`config.mk`:
```
export PLATFORM = sky130hd
export DESIGN_NAME = riscv_instr_decoder
export DESIGN_NICKNAME = d
export VERILOG_FILES = /design/src/rtl/riscv_instr_decoder.sv
export SDC_FILE = /design/constraint.sdc
export NUM_CORES = 1
export LEC_CHECK = 0
export BUFFER_PORTS_ARGS = -buffer_cell sky130_fd_sc_hd__buf_4
export CAP_MARGIN = 40
export CORE_MARGIN = 2
export CORE_UTILIZATION = 43
export CTS_CLUSTER_DIAMETER = 40
export DETAILED_ROUTE_END_ITERATION = 10
export PLACE_DENSITY = 0.84
export SYNTH_ARGS = -nofsm -noshare
export SYNTH_HDL_FRONTEND = slang
export SYNTH_SLANG_ARGS = --single-unit
```
`constraint.sdc`:
```
create_clock -name clk -period 3.75 [get_ports clk]
set_input_delay 0.75 -clock clk [delete_from_list [all_inputs] [get_ports clk]]
set_output_delay 0.75 -clock clk [all_outputs]
set_load 0.02 [all_outputs]
```
`src/rtl/riscv_instr_decoder.sv`:
```
// riscv_instr_decoder
//
// Disassembly helper for one 32-bit RV64IM instruction word. Produces the
// mnemonic, the ABI names of the registers involved, the decoded immediate
// and a flag word describing how the operands should be printed. Decode is
// purely combinational; the only state is a sticky "illegal word seen" bit.
//
// Ports:
//   clk              in   clock (only used by illegal_seen)
//   reset            in   synchronous, active-high; clears illegal_seen
//   instruction      in   32-bit instruction word
//   rd, rs1, rs2     out  ABI register names, ASCII, right-justified, 0 if unused
//   imm              out  sign-extended immediate (shamt for shift-immediates)
//   flag             out  operand-format descriptor:
//                           [0] rd valid  [1] rs1 valid  [2] rs2 valid  [3] imm valid
//                           [6:4] format R=0 I=1 S=2 B=3 U=4 J=5
//                           [7] imm(rs1) memory form  [8] illegal
//                           [9] shift-immediate  [10] no printed operands
//   instruction_name out  mnemonic, ASCII, right-justified
//   illegal_seen     out  sticky: an undecodable word was present at a clock edge
//
// String fields carry one spare top bit beyond the character storage; it is
// always zero.

module riscv_instr_decoder #(
    parameter int REGISTER_NAME_WIDTH    = 4,
    parameter int IMMEDIATE_WIDTH        = 32,
    parameter int FLAG_WIDTH             = 16,
    parameter int INSTRUCTION_NAME_WIDTH = 12
) (
    input  logic                                clk,
    input  logic                                reset,
    input  logic [31:0]                         instruction,
    output logic [REGISTER_NAME_WIDTH*8:0]      rd,
    output logic [REGISTER_NAME_WIDTH*8:0]      rs1,
    output logic [REGISTER_NAME_WIDTH*8:0]      rs2,
    output logic signed [IMMEDIATE_WIDTH-1:0]   imm,
    output logic [FLAG_WIDTH-1:0]               flag,
    output logic [INSTRUCTION_NAME_WIDTH*8:0]   instruction_name,
    output logic                                illegal_seen
);

    localparam int RB = REGISTER_NAME_WIDTH * 8;
    localparam int NB = INSTRUCTION_NAME_WIDTH * 8;
    localparam int IW = IMMEDIATE_WIDTH;

    localparam logic [2:0] FMT_R = 3'd0;
    localparam logic [2:0] FMT_I = 3'd1;
    localparam logic [2:0] FMT_S = 3'd2;
    localparam logic [2:0] FMT_B = 3'd3;
    localparam logic [2:0] FMT_U = 3'd4;
    localparam logic [2:0] FMT_J = 3'd5;

    logic [6:0] opcode;
    logic [2:0] funct3;
    logic [6:0] funct7;
    logic [4:0] rd_idx;
    logic [4:0] rs1_idx;
    logic [4:0] rs2_idx;

    assign opcode  = instruction[6:0];
    assign rd_idx  = instruction[11:7];
    assign funct3  = instruction[14:12];
    assign rs1_idx = instruction[19:15];
    assign rs2_idx = instruction[24:20];
    assign funct7  = instruction[31:25];

    function automatic logic [RB-1:0] reg_name(input logic [4:0] idx);
        logic [RB-1:0] s;
        s = '0;
        case (idx)
            5'd0:  s = RB'("zero");
            5'd1:  s = RB'("ra");
            5'd2:  s = RB'("sp");
            5'd3:  s = RB'("gp");
            5'd4:  s = RB'("tp");
            5'd5:  s = RB'("t0");
            5'd6:  s = RB'("t1");
            5'd7:  s = RB'("t2");
            5'd8:  s = RB'("s0");
            5'd9:  s = RB'("s1");
            5'd10: s = RB'("a0");
            5'd11: s = RB'("a1");
            5'd12: s = RB'("a2");
            5'd13: s = RB'("a3");
            5'd14: s = RB'("a4");
            5'd15: s = RB'("a5");
            5'd16: s = RB'("a6");
            5'd17: s = RB'("a7");
            5'd18: s = RB'("s2");
            5'd19: s = RB'("s3");
            5'd20: s = RB'("s4");
            5'd21: s = RB'("s5");
            5'd22: s = RB'("s6");
            5'd23: s = RB'("s7");
            5'd24: s = RB'("s8");
            5'd25: s = RB'("s9");
            5'd26: s = RB'("s10");
            5'd27: s = RB'("s11");
            5'd28: s = RB'("t3");
            5'd29: s = RB'("t4");
            5'd30: s = RB'("t5");
            5'd31: s = RB'("t6");
            default: s = '0;
        endcase
        return s;
    endfunction

    // Decode results before the final illegal override.
    logic [NB-1:0] name;
    logic [2:0]    fmt;
    logic          illegal;
    logic          mem_form;
    logic          shift_form;
    logic          no_ops;
    logic          use_rd;
    logic          use_rs1;
    logic          use_rs2;
    logic          use_imm;
    logic [IW-1:0] imm_val;

    // Mnemonic and format selection; full opcode/funct3/funct7 match.
    always_comb begin
        name       = '0;
        fmt        = FMT_R;
        illegal    = 1'b0;
        mem_form   = 1'b0;
        shift_form = 1'b0;
        no_ops     = 1'b0;
        case (opcode)
            7'b0110111: begin name = NB'("lui");   fmt = FMT_U; end
            7'b0010111: begin name = NB'("auipc"); fmt = FMT_U; end
            7'b1101111: begin name = NB'("jal");   fmt = FMT_J; end
            7'b1100111: begin
                fmt = FMT_I;
                if (funct3 == 3'b000) name = NB'("jalr");
                else                  illegal = 1'b1;
            end
            7'b1100011: begin
                fmt = FMT_B;
                case (funct3)
                    3'b000:  name = NB'("beq");
                    3'b001:  name = NB'("bne");
                    3'b100:  name = NB'("blt");
                    3'b101:  name = NB'("bge");
                    3'b110:  name = NB'("bltu");
                    3'b111:  name = NB'("bgeu");
                    default: illegal = 1'b1;
                endcase
            end
            7'b0000011: begin
                fmt      = FMT_I;
                mem_form = 1'b1;
                case (funct3)
                    3'b000:  name = NB'("lb");
                    3'b001:  name = NB'("lh");
                    3'b010:  name = NB'("lw");
                    3'b011:  name = NB'("ld");
                    3'b100:  name = NB'("lbu");
                    3'b101:  name = NB'("lhu");
                    3'b110:  name = NB'("lwu");
                    default: illegal = 1'b1;
                endcase
            end
            7'b0100011: begin
                fmt      = FMT_S;
                mem_form = 1'b1;
                case (funct3)
                    3'b000:  name = NB'("sb");
                    3'b001:  name = NB'("sh");
                    3'b010:  name = NB'("sw");
                    3'b011:  name = NB'("sd");
                    default: illegal = 1'b1;
                endcase
            end
            7'b0010011: begin
                fmt = FMT_I;
                case (funct3)
                    3'b000: name = NB'("addi");
                    3'b010: name = NB'("slti");
                    3'b011: name = NB'("sltiu");
                    3'b100: name = NB'("xori");
                    3'b110: name = NB'("ori");
                    3'b111: name = NB'("andi");
                    // RV64 shifts: funct6 in [31:26], 6-bit shamt in [25:20].
                    3'b001: begin
                        shift_form = 1'b1;
                        if (funct7[6:1] == 6'b000000) name = NB'("slli");
                        else                          illegal = 1'b1;
                    end
                    default: begin
                        shift_form = 1'b1;
                        if (funct7[6:1] == 6'b000000)      name = NB'("srli");
                        else if (funct7[6:1] == 6'b010000) name = NB'("srai");
                        else                               illegal = 1'b1;
                    end
                endcase
            end
            7'b0110011: begin
                fmt = FMT_R;
                case (funct7)
                    7'b0000000: begin
                        case (funct3)
                            3'b000:  name = NB'("add");
                            3'b001:  name = NB'("sll");
                            3'b010:  name = NB'("slt");
                            3'b011:  name = NB'("sltu");
                            3'b100:  name = NB'("xor");
                            3'b101:  name = NB'("srl");
                            3'b110:  name = NB'("or");
                            default: name = NB'("and");
                        endcase
                    end
                    7'b0100000: begin
                        if (funct3 == 3'b000)      name = NB'("sub");
                        else if (funct3 == 3'b101) name = NB'("sra");
                        else                       illegal = 1'b1;
                    end
                    7'b0000001: begin
                        case (funct3)
                            3'b000:  name = NB'("mul");
                            3'b001:  name = NB'("mulh");
                            3'b010:  name = NB'("mulhsu");
                            3'b011:  name = NB'("mulhu");
                            3'b100:  name = NB'("div");
                            3'b101:  name = NB'("divu");
                            3'b110:  name = NB'("rem");
                            default: name = NB'("remu");
                        endcase
                    end
                    default: illegal = 1'b1;
                endcase
            end
            7'b0011011: begin
                fmt = FMT_I;
                case (funct3)
                    3'b000: name = NB'("addiw");
                    // Word shifts: 5-bit shamt, full funct7 must match.
                    3'b001: begin
                        shift_form = 1'b1;
                        if (funct7 == 7'b0000000) name = NB'("slliw");
                        else                      illegal = 1'b1;
                    end
                    3'b101: begin
                        shift_form = 1'b1;
                        if (funct7 == 7'b0000000)      name = NB'("srliw");
                        else if (funct7 == 7'b0100000) name = NB'("sraiw");
                        else                           illegal = 1'b1;
                    end
                    default: illegal = 1'b1;
                endcase
            end
            7'b0111011: begin
                fmt = FMT_R;
                case ({funct7, funct3})
                    {7'b0000000, 3'b000}: name = NB'("addw");
                    {7'b0000000, 3'b001}: name = NB'("sllw");
                    {7'b0000000, 3'b101}: name = NB'("srlw");
                    {7'b0100000, 3'b000}: name = NB'("subw");
                    {7'b0100000, 3'b101}: name = NB'("sraw");
                    {7'b0000001, 3'b000}: name = NB'("mulw");
                    {7'b0000001, 3'b100}: name = NB'("divw");
                    {7'b0000001, 3'b101}: name = NB'("divuw");
                    {7'b0000001, 3'b110}: name = NB'("remw");
                    {7'b0000001, 3'b111}: name = NB'("remuw");
                    default:              illegal = 1'b1;
                endcase
            end
            7'b0001111: begin
                fmt    = FMT_I;
                no_ops = 1'b1;
                if (funct3 == 3'b000) name = NB'("fence");
                else                  illegal = 1'b1;
            end
            7'b1110011: begin
                fmt    = FMT_I;
                no_ops = 1'b1;
                if (instruction == 32'h0000_0073)      name = NB'("ecall");
                else if (instruction == 32'h0010_0073) name = NB'("ebreak");
                else                                   illegal = 1'b1;
            end
            default: illegal = 1'b1;
        endcase
    end

    // Operand presence and immediate follow from the format.
    always_comb begin
        use_rd  = 1'b0;
        use_rs1 = 1'b0;
        use_rs2 = 1'b0;
        use_imm = 1'b0;
        imm_val = '0;
        case (fmt)
            FMT_R: begin
                use_rd = 1'b1; use_rs1 = 1'b1; use_rs2 = 1'b1;
            end
            FMT_I: begin
                use_rd = 1'b1; use_rs1 = 1'b1; use_imm = 1'b1;
                if (shift_form && opcode == 7'b0010011)
                    imm_val = IW'(instruction[25:20]);
                else if (shift_form)
                    imm_val = IW'(instruction[24:20]);
                else
                    imm_val = IW'($signed(instruction[31:20]));
            end
            FMT_S: begin
                use_rs1 = 1'b1; use_rs2 = 1'b1; use_imm = 1'b1;
                imm_val = IW'($signed({instruction[31:25], instruction[11:7]}));
            end
            FMT_B: begin
                use_rs1 = 1'b1; use_rs2 = 1'b1; use_imm = 1'b1;
                imm_val = IW'($signed({instruction[31], instruction[7],
                                       instruction[30:25], instruction[11:8], 1'b0}));
            end
            FMT_U: begin
                use_rd = 1'b1; use_imm = 1'b1;
                imm_val = IW'($signed(instruction[31:12]));
            end
            FMT_J: begin
                use_rd = 1'b1; use_imm = 1'b1;
                imm_val = IW'($signed({instruction[31], instruction[19:12],
                                       instruction[20], instruction[30:21], 1'b0}));
            end
            default: begin
                use_rd = 1'b0;
            end
        endcase
        // fence/ecall/ebreak print nothing, so every operand field is blanked.
        if (no_ops || illegal) begin
            use_rd  = 1'b0;
            use_rs1 = 1'b0;
            use_rs2 = 1'b0;
            use_imm = 1'b0;
            imm_val = '0;
        end
    end

    // Output assembly; illegal words collapse to the fixed "illegal" record.
    always_comb begin
        rd               = use_rd  ? {1'b0, reg_name(rd_idx)}  : '0;
        rs1              = use_rs1 ? {1'b0, reg_name(rs1_idx)} : '0;
        rs2              = use_rs2 ? {1'b0, reg_name(rs2_idx)} : '0;
        imm              = imm_val;
        flag             = '0;
        instruction_name = {1'b0, name};
        if (illegal) begin
            flag[8]          = 1'b1;
            instruction_name = {1'b0, NB'("illegal")};
        end else begin
            flag[0]   = use_rd;
            flag[1]   = use_rs1;
            flag[2]   = use_rs2;
            flag[3]   = use_imm;
            flag[6:4] = fmt;
            flag[7]   = mem_form;
            flag[9]   = shift_form;
            flag[10]  = no_ops;
        end
    end

    // Sticky illegal indicator; reset wins over a coincident illegal word.
    always_ff @(posedge clk) begin
        if (reset)
            illegal_seen <= 1'b0;
        else if (illegal)
            illegal_seen <= 1'b1;
    end

endmodule

```
# ---- After elaboration in Yosys (flattened, before gate mapping)
# Memory sizes are Yosys's and may differ from the RTL's.
# Cells that the tools add are included.
dict set report classes {
  eq_ne 39
  n_mux 66
  reduce_logical 24
}
# op count
set op_table {}
lappend op_table {{$pmux 47 s13} 1}
lappend op_table {{$pmux 39 s10} 1}
lappend op_table {{$pmux 47 s7} 1}
lappend op_table {{$pmux 39 s7} 1}
lappend op_table {{$pmux 31 s7} 1}
lappend op_table {{$mux 32} 6}
lappend op_table {{$pmux 31 s6} 1}
lappend op_table {{$pmux 23 s7} 1}
lappend op_table {{$pmux 32 s5} 1}
lappend op_table {{$mux 39} 4}
lappend op_table {{$pmux 47 s3} 1}
lappend op_table {{$mux 31} 4}
lappend op_table {{$pmux 39 s3} 1}
lappend op_table {{$mux 96} 1}
lappend op_table {{$mux 47} 2}
lappend op_table {{$pmux 15 s4} 1}
lappend op_table {{$eq 10x4->1 const B} 5}
lappend op_table {{$mux 23} 2}
lappend op_table {{$eq 7x6->1 const B} 5}
lappend op_table {{$eq 32x21->1 const B} 1}
lappend op_table {{$eq 32x7->1 const B} 1}
lappend op_table {{$eq 7x7->1 const B} 4}
lappend op_table {{$mux 1} 28}
lappend op_table {{$eq 7x5->1 const B} 3}
lappend op_table {{29 further kinds} 52}
dict set report word_totals {
  register_bits 1
  rom_bits 2112
  out_inout_bits 245
  wordCells 133
  n_memories 3
}
# memory words width rd rd_clocked_by_memory_dff wr line
set memory_table {}
lappend memory_table {{(name not given)} 32 22 1 0 0 71} ;# case (idx)
lappend memory_table {{(name not given)} 32 22 1 0 0 71}
lappend memory_table {{(name not given)} 32 22 1 0 0 71}

# ---- Logic depth before layout (Yosys ltp)
dict set report logic_depth {
  ltp_word 8
  mapped_depth 11
}

# ---- Worst setup path after synthesis
# No wires, ideal clock.
dict set report synth_path {
  path_type {input port to output port}
  startpoint {in instruction[26]}
  endpoint {out rs2[21]}
  arrival_ns 3.659
  slack_ns -0.659
  stages 8
  n_path_buf 2
  path_cell_list {or3_1 buf_6 nor2_2 o2111a_1 and2_2 nand3_2 a2111oi_0 buf_4}
}
dict set report synth_between {
  elab_chain_cells 8
  word_cells_on_any_way 35
}
# element line
set synth_rtl {}
lappend synth_rtl {{start, declared} 33} ;# input logic [31:0] instruction,
lappend synth_rtl {{$eq 7x6->1 or $eq 6x5->1 (tied branches)} {201, 247, 194}}
lappend synth_rtl {{$mux 1, on equally long branches} {247, 194}}
lappend synth_rtl {{$mux 1, on equally long branches} {246, 193}}
lappend synth_rtl {{$pmux 1 s3 or $pmux 1 s2 (tied branches)} {236, 178}}
lappend synth_rtl {{$pmux 1 s10 *} 130} ;# case (opcode)
lappend synth_rtl {{$logic_or 1x1->1 *} 329} ;# if (no_ops || illegal) begin
lappend synth_rtl {{$mux 1 *} 329}
lappend synth_rtl {{$mux 32 *} 342} ;# rs2 = use_rs2 ? {1'b0, reg_name(rs2_idx)} : '0;
lappend synth_rtl {{end, declared} 36} ;# output logic [REGISTER_NAME_WIDTH*8:0] rs2,
# Mark *: on every way between the ends. The rest lies on a longest branch, timed or not.

# ---- Worst setup path after layout
dict set report layout_path {
  startpoint {in instruction[13]}
  endpoint {out rd[1]}
}
dict set report layout_between {
  elab_chain_cells 8
  word_cells_on_any_way 41
}
# element line
set layout_rtl {}
lappend layout_rtl {{$eq 3x3->1} n/a}
lappend layout_rtl {{$mux 1} 216} ;# else if (funct3 == 3'b101) name = NB'("sra");
lappend layout_rtl {{$mux 1} 215} ;# if (funct3 == 3'b000) name = NB'("sub");
lappend layout_rtl {{$pmux 1 s2} 201} ;# case (funct7)
lappend layout_rtl {{$pmux 1 s10 *} 130}
lappend layout_rtl {{$logic_or 1x1->1 *} 329}
lappend layout_rtl {{$mux 1 *} 329}
lappend layout_rtl {{$mux 32 *} 340} ;# rd = use_rd ? {1'b0, reg_name(rd_idx)} : '0;
lappend layout_rtl {{end, declared} 34} ;# output logic [REGISTER_NAME_WIDTH*8:0] rd,
# Marks and branches as above.

==> results_dict.tcl <==
set metrics [dict create \
    status "completed" \
    place_inst 1236 \
    p_int_uw 241 \
    place_ws_ns -0.0137 \
    first_iter_violations 1112 \
    grt_pass1_vias 6188 \
    timing.final.crit_share_pct 99.1 \
    cp_max_fo 11 \
    seq_power_share_pct 1.7 \
    routabilityCongestion 1.03 \
    crit_type "input port to output port" \
    stdcell_count 1239 \
    placement.io_buffers 189 \
    core_um2 12100 \
    vias 7541 \
    use_met3_pct 6.49 \
    firstDrtPassIters 6 \
    switching_share_pct 65.4 \
    fillCellCount 1178 \
    min-delay-path-class "flip-flop to flip-flop" \
    p_clk_share_pct 0 \
    yosysMostFrequentCell "buf_4" \
    drcViolationCount 0 \
    fp.dieArea_um2 13300 \
    drive_gt1_share_pct 33.2 \
    ys_top_cells_by_count "buf_4 (140), nor2_1 (99), nand2_1 (72)" \
    gr-total-overflow 0 \
    grt_max_degree 38 \
    routedWlPerCell_um 20.3 \
    grt_pass1_wl_um 35500 \
    synth_seq_cells 1 \
    relSlewSlack_pct 45.3 \
    synth_top_area_share_pct 19.7 \
    ys.flop_type "dfxtp_1" \
    ff_latch_area_um2 20.0 \
    fmax_mhz 269 \
    nets 1121 \
    synth_area_um2 5350 \
    antenna_found_initial 1 \
    num_rows 40 \
    tightest_slew_ns 0.821 \
    worstSetupStartpointType "input port" \
    largest_reg_flops 1 \
    top_register "illegal_seen" \
    ant_nets 0 \
    endpoint_kind "output port" \
    diodes 0 \
    synthTopCellsByArea "buf_4 (20%), nor2_1 (7.0%), a21oi_1 (5.9%), nand2_1 (5.1%), o21ai_0 (4.7%)" \
    multiInputGateArea_um2 4280 \
    syn_avg_cell_area_um2 6.07 \
    grt.busiest_layer "met2" \
    hpwlAfterDp_um 19600 \
    hold_viol_final 0 \
    chipHeight_um 116 \
    required_ns 3.00 \
    met2_usage_pct 51.3 \
    netlist_instances 881 \
    synth_top_area_cell "buf_4" \
    start_util_pct 44.3 \
    synth_edf_count 0 \
    switchingPower_uw 455 \
    drt_wl_total_um 25200 \
    drv_cap 0 \
    reg_top3 "illegal_seen x1" \
    die_w_um 116 \
    grtUsageTotal_pct 33.6 \
    area_growth_pct 31.9 \
    synth.distinct_cells 82 \
    clock_latency_ns 0 \
    clk_pin_slew_ns 0 \
    final_area_um2 7050 \
    powerDensity_nw_per_um2 98.7 \
    ioPinCount 279 \
    ys.warnings.count 0 \
    irDropWorstVdd_uv 89.1 \
    skew_ns 0 \
    synthArstFlopShare_pct 0 \
    combPwrFrac_pct 98.3 \
    placed_area_um2 6960 \
    gr-usage-met1_pct 48.0 \
    cp.arrival_ns 2.97 \
    final.min_clock_period_ns 3.72 \
    ys_seq_area_share_pct 0.374 \
    worst_slack_ns 0.0333 \
    p_leak_uw 0.00319 \
    drt-vias-per-instance 6.09 \
    slew_violations 0 \
    finalSetupViolCount 0 \
]
==> kinds of logic (layout without fill, tap and decap cells) <==
| family | Yosys count | in the layout | share of synthesized area, % |
|---|---|---|---|
| other | 2 | 89 | 0.140 |
| muxes | 4 | 4 | 0.796 |
| adders and majority gates | 14 | 14 | 3.28 |
| buffers and inverters | 244 | 346 | 27.9 |
| xor gates and xnor gates | 6 | 6 | 0.983 |
| AOI/OAI and AO/OA | 260 | 260 | 32.6 |
| and+or+nand+nor | 350 | 351 | 33.9 |
| DFF | 1 | 1 | 0.374 |
==> worst paths after layout <==
kind                            slack (ns)                      start                   endpoint  depth (start not counted)
worst max-delay path                  0.03            instruction[13]                      rd[1]                          9
worst min-delay path                  0.44  illegal_seen$_SDFFE_PP0N_  illegal_seen$_SDFFE_PP0N_                          2
worst min register to register        0.44  illegal_seen$_SDFFE_PP0N_  illegal_seen$_SDFFE_PP0N_                          2
worst max register to register        3.22  illegal_seen$_SDFFE_PP0N_  illegal_seen$_SDFFE_PP0N_                          2
==> worst max-delay path, stage by stage <==
cell and delay [ns]:
buf_4 0.12, or4b_4 0.56, nor4_4 0.25, a2bb2oi_2 0.21, and4_4 0.34, nand4_4 0.23
buf_4 0.23, nor2_1 0.11, buf_4 0.15
==> metrics by stage <==
stage / util (%) / power [uW] / setup TNS [ns] / hold slack (ns)
2_1_floorplan: - / 514 / 0 / 0.516
4_1_cts: 57.8 / 667 / 0 / 0.441
6_report: 58.5 / 696 / 0 / 0.441
3_5_place_dp: 57.7 / 664 / -0.0263 / 0.439
5_1_grt: 58.5 / 736 / -0.813 / 0.482
3_3_place_gp: 57.7 / 666 / -0.00846 / 0.428
==> placed cells by master (no fill, tap or decap), types with 5 or more instances in the layout <==
| cell type | n |
|---|---|
| inv_1 | 29 |
| or3_1 | 7 |
| nand2b_1 | 16 |
| nand2_1 | 72 |
| and2_1 | 5 |
| a2111oi_0 | 6 |
| ha_1 | 14 |
| nor4_1 | 11 |
| buf_12 | 5 |
| a211oi_1 | 15 |
| o21ai_0 | 50 |
| and3_1 | 6 |
| nand4_1 | 13 |
| o221ai_1 | 5 |
| a221oi_1 | 7 |
| nor2b_1 | 10 |
| buf_4 | 310 |
| nand3_1 | 32 |
| o2bb2ai_1 | 5 |
| nor3_1 | 30 |
| a22oi_1 | 26 |
| a31oi_1 | 11 |
| o22ai_1 | 13 |
| or2_2 | 6 |
| a21oi_1 | 63 |
| conb_1 | 89 |
| nor2_1 | 98 |
==> what timing repair did <==
action                     in CTS  in global routing
cloned                          0                  1
hold buffers                    0                  0
resized for setup               1                 10
setup endpoints to repair       2                 83
setup buffers                   0                  2
pin swaps                       0                  3
==> area by class of cell <==
class,instances,share of cell area [%]
multi-input combinational,724,60.6
timing repair buffer,315,34.4
tap,168,2.98
inverter,31,1.69
sequential,1,0.284
==> power groups by stage <==
stage               Combinational (uW)  Sequential (uW)  Clock [uW]
global route                       723             12.1           0
CTS                                655             12.0           0
detailed placement                 652             12.0           0
floorplan                          501             12.8           0
finish                             684             12.0           0
global placement                   654             11.9           0
==> layer usage <==
| layer | part of all wire, % | wire length, um | up-vias |
|---|---|---|---|
| met5 | 0 | 0 | - |
| met4 | 3.0 | 767 | 0 |
| met3 | 13 | 3310 | 66 |
| met2 | 44 | 11100 | 611 |
| met1 | 40 | 9960 | 3493 |
| li1 | - | - | 3371 |
Note: power is estimated with default switching activity, not from simulation.
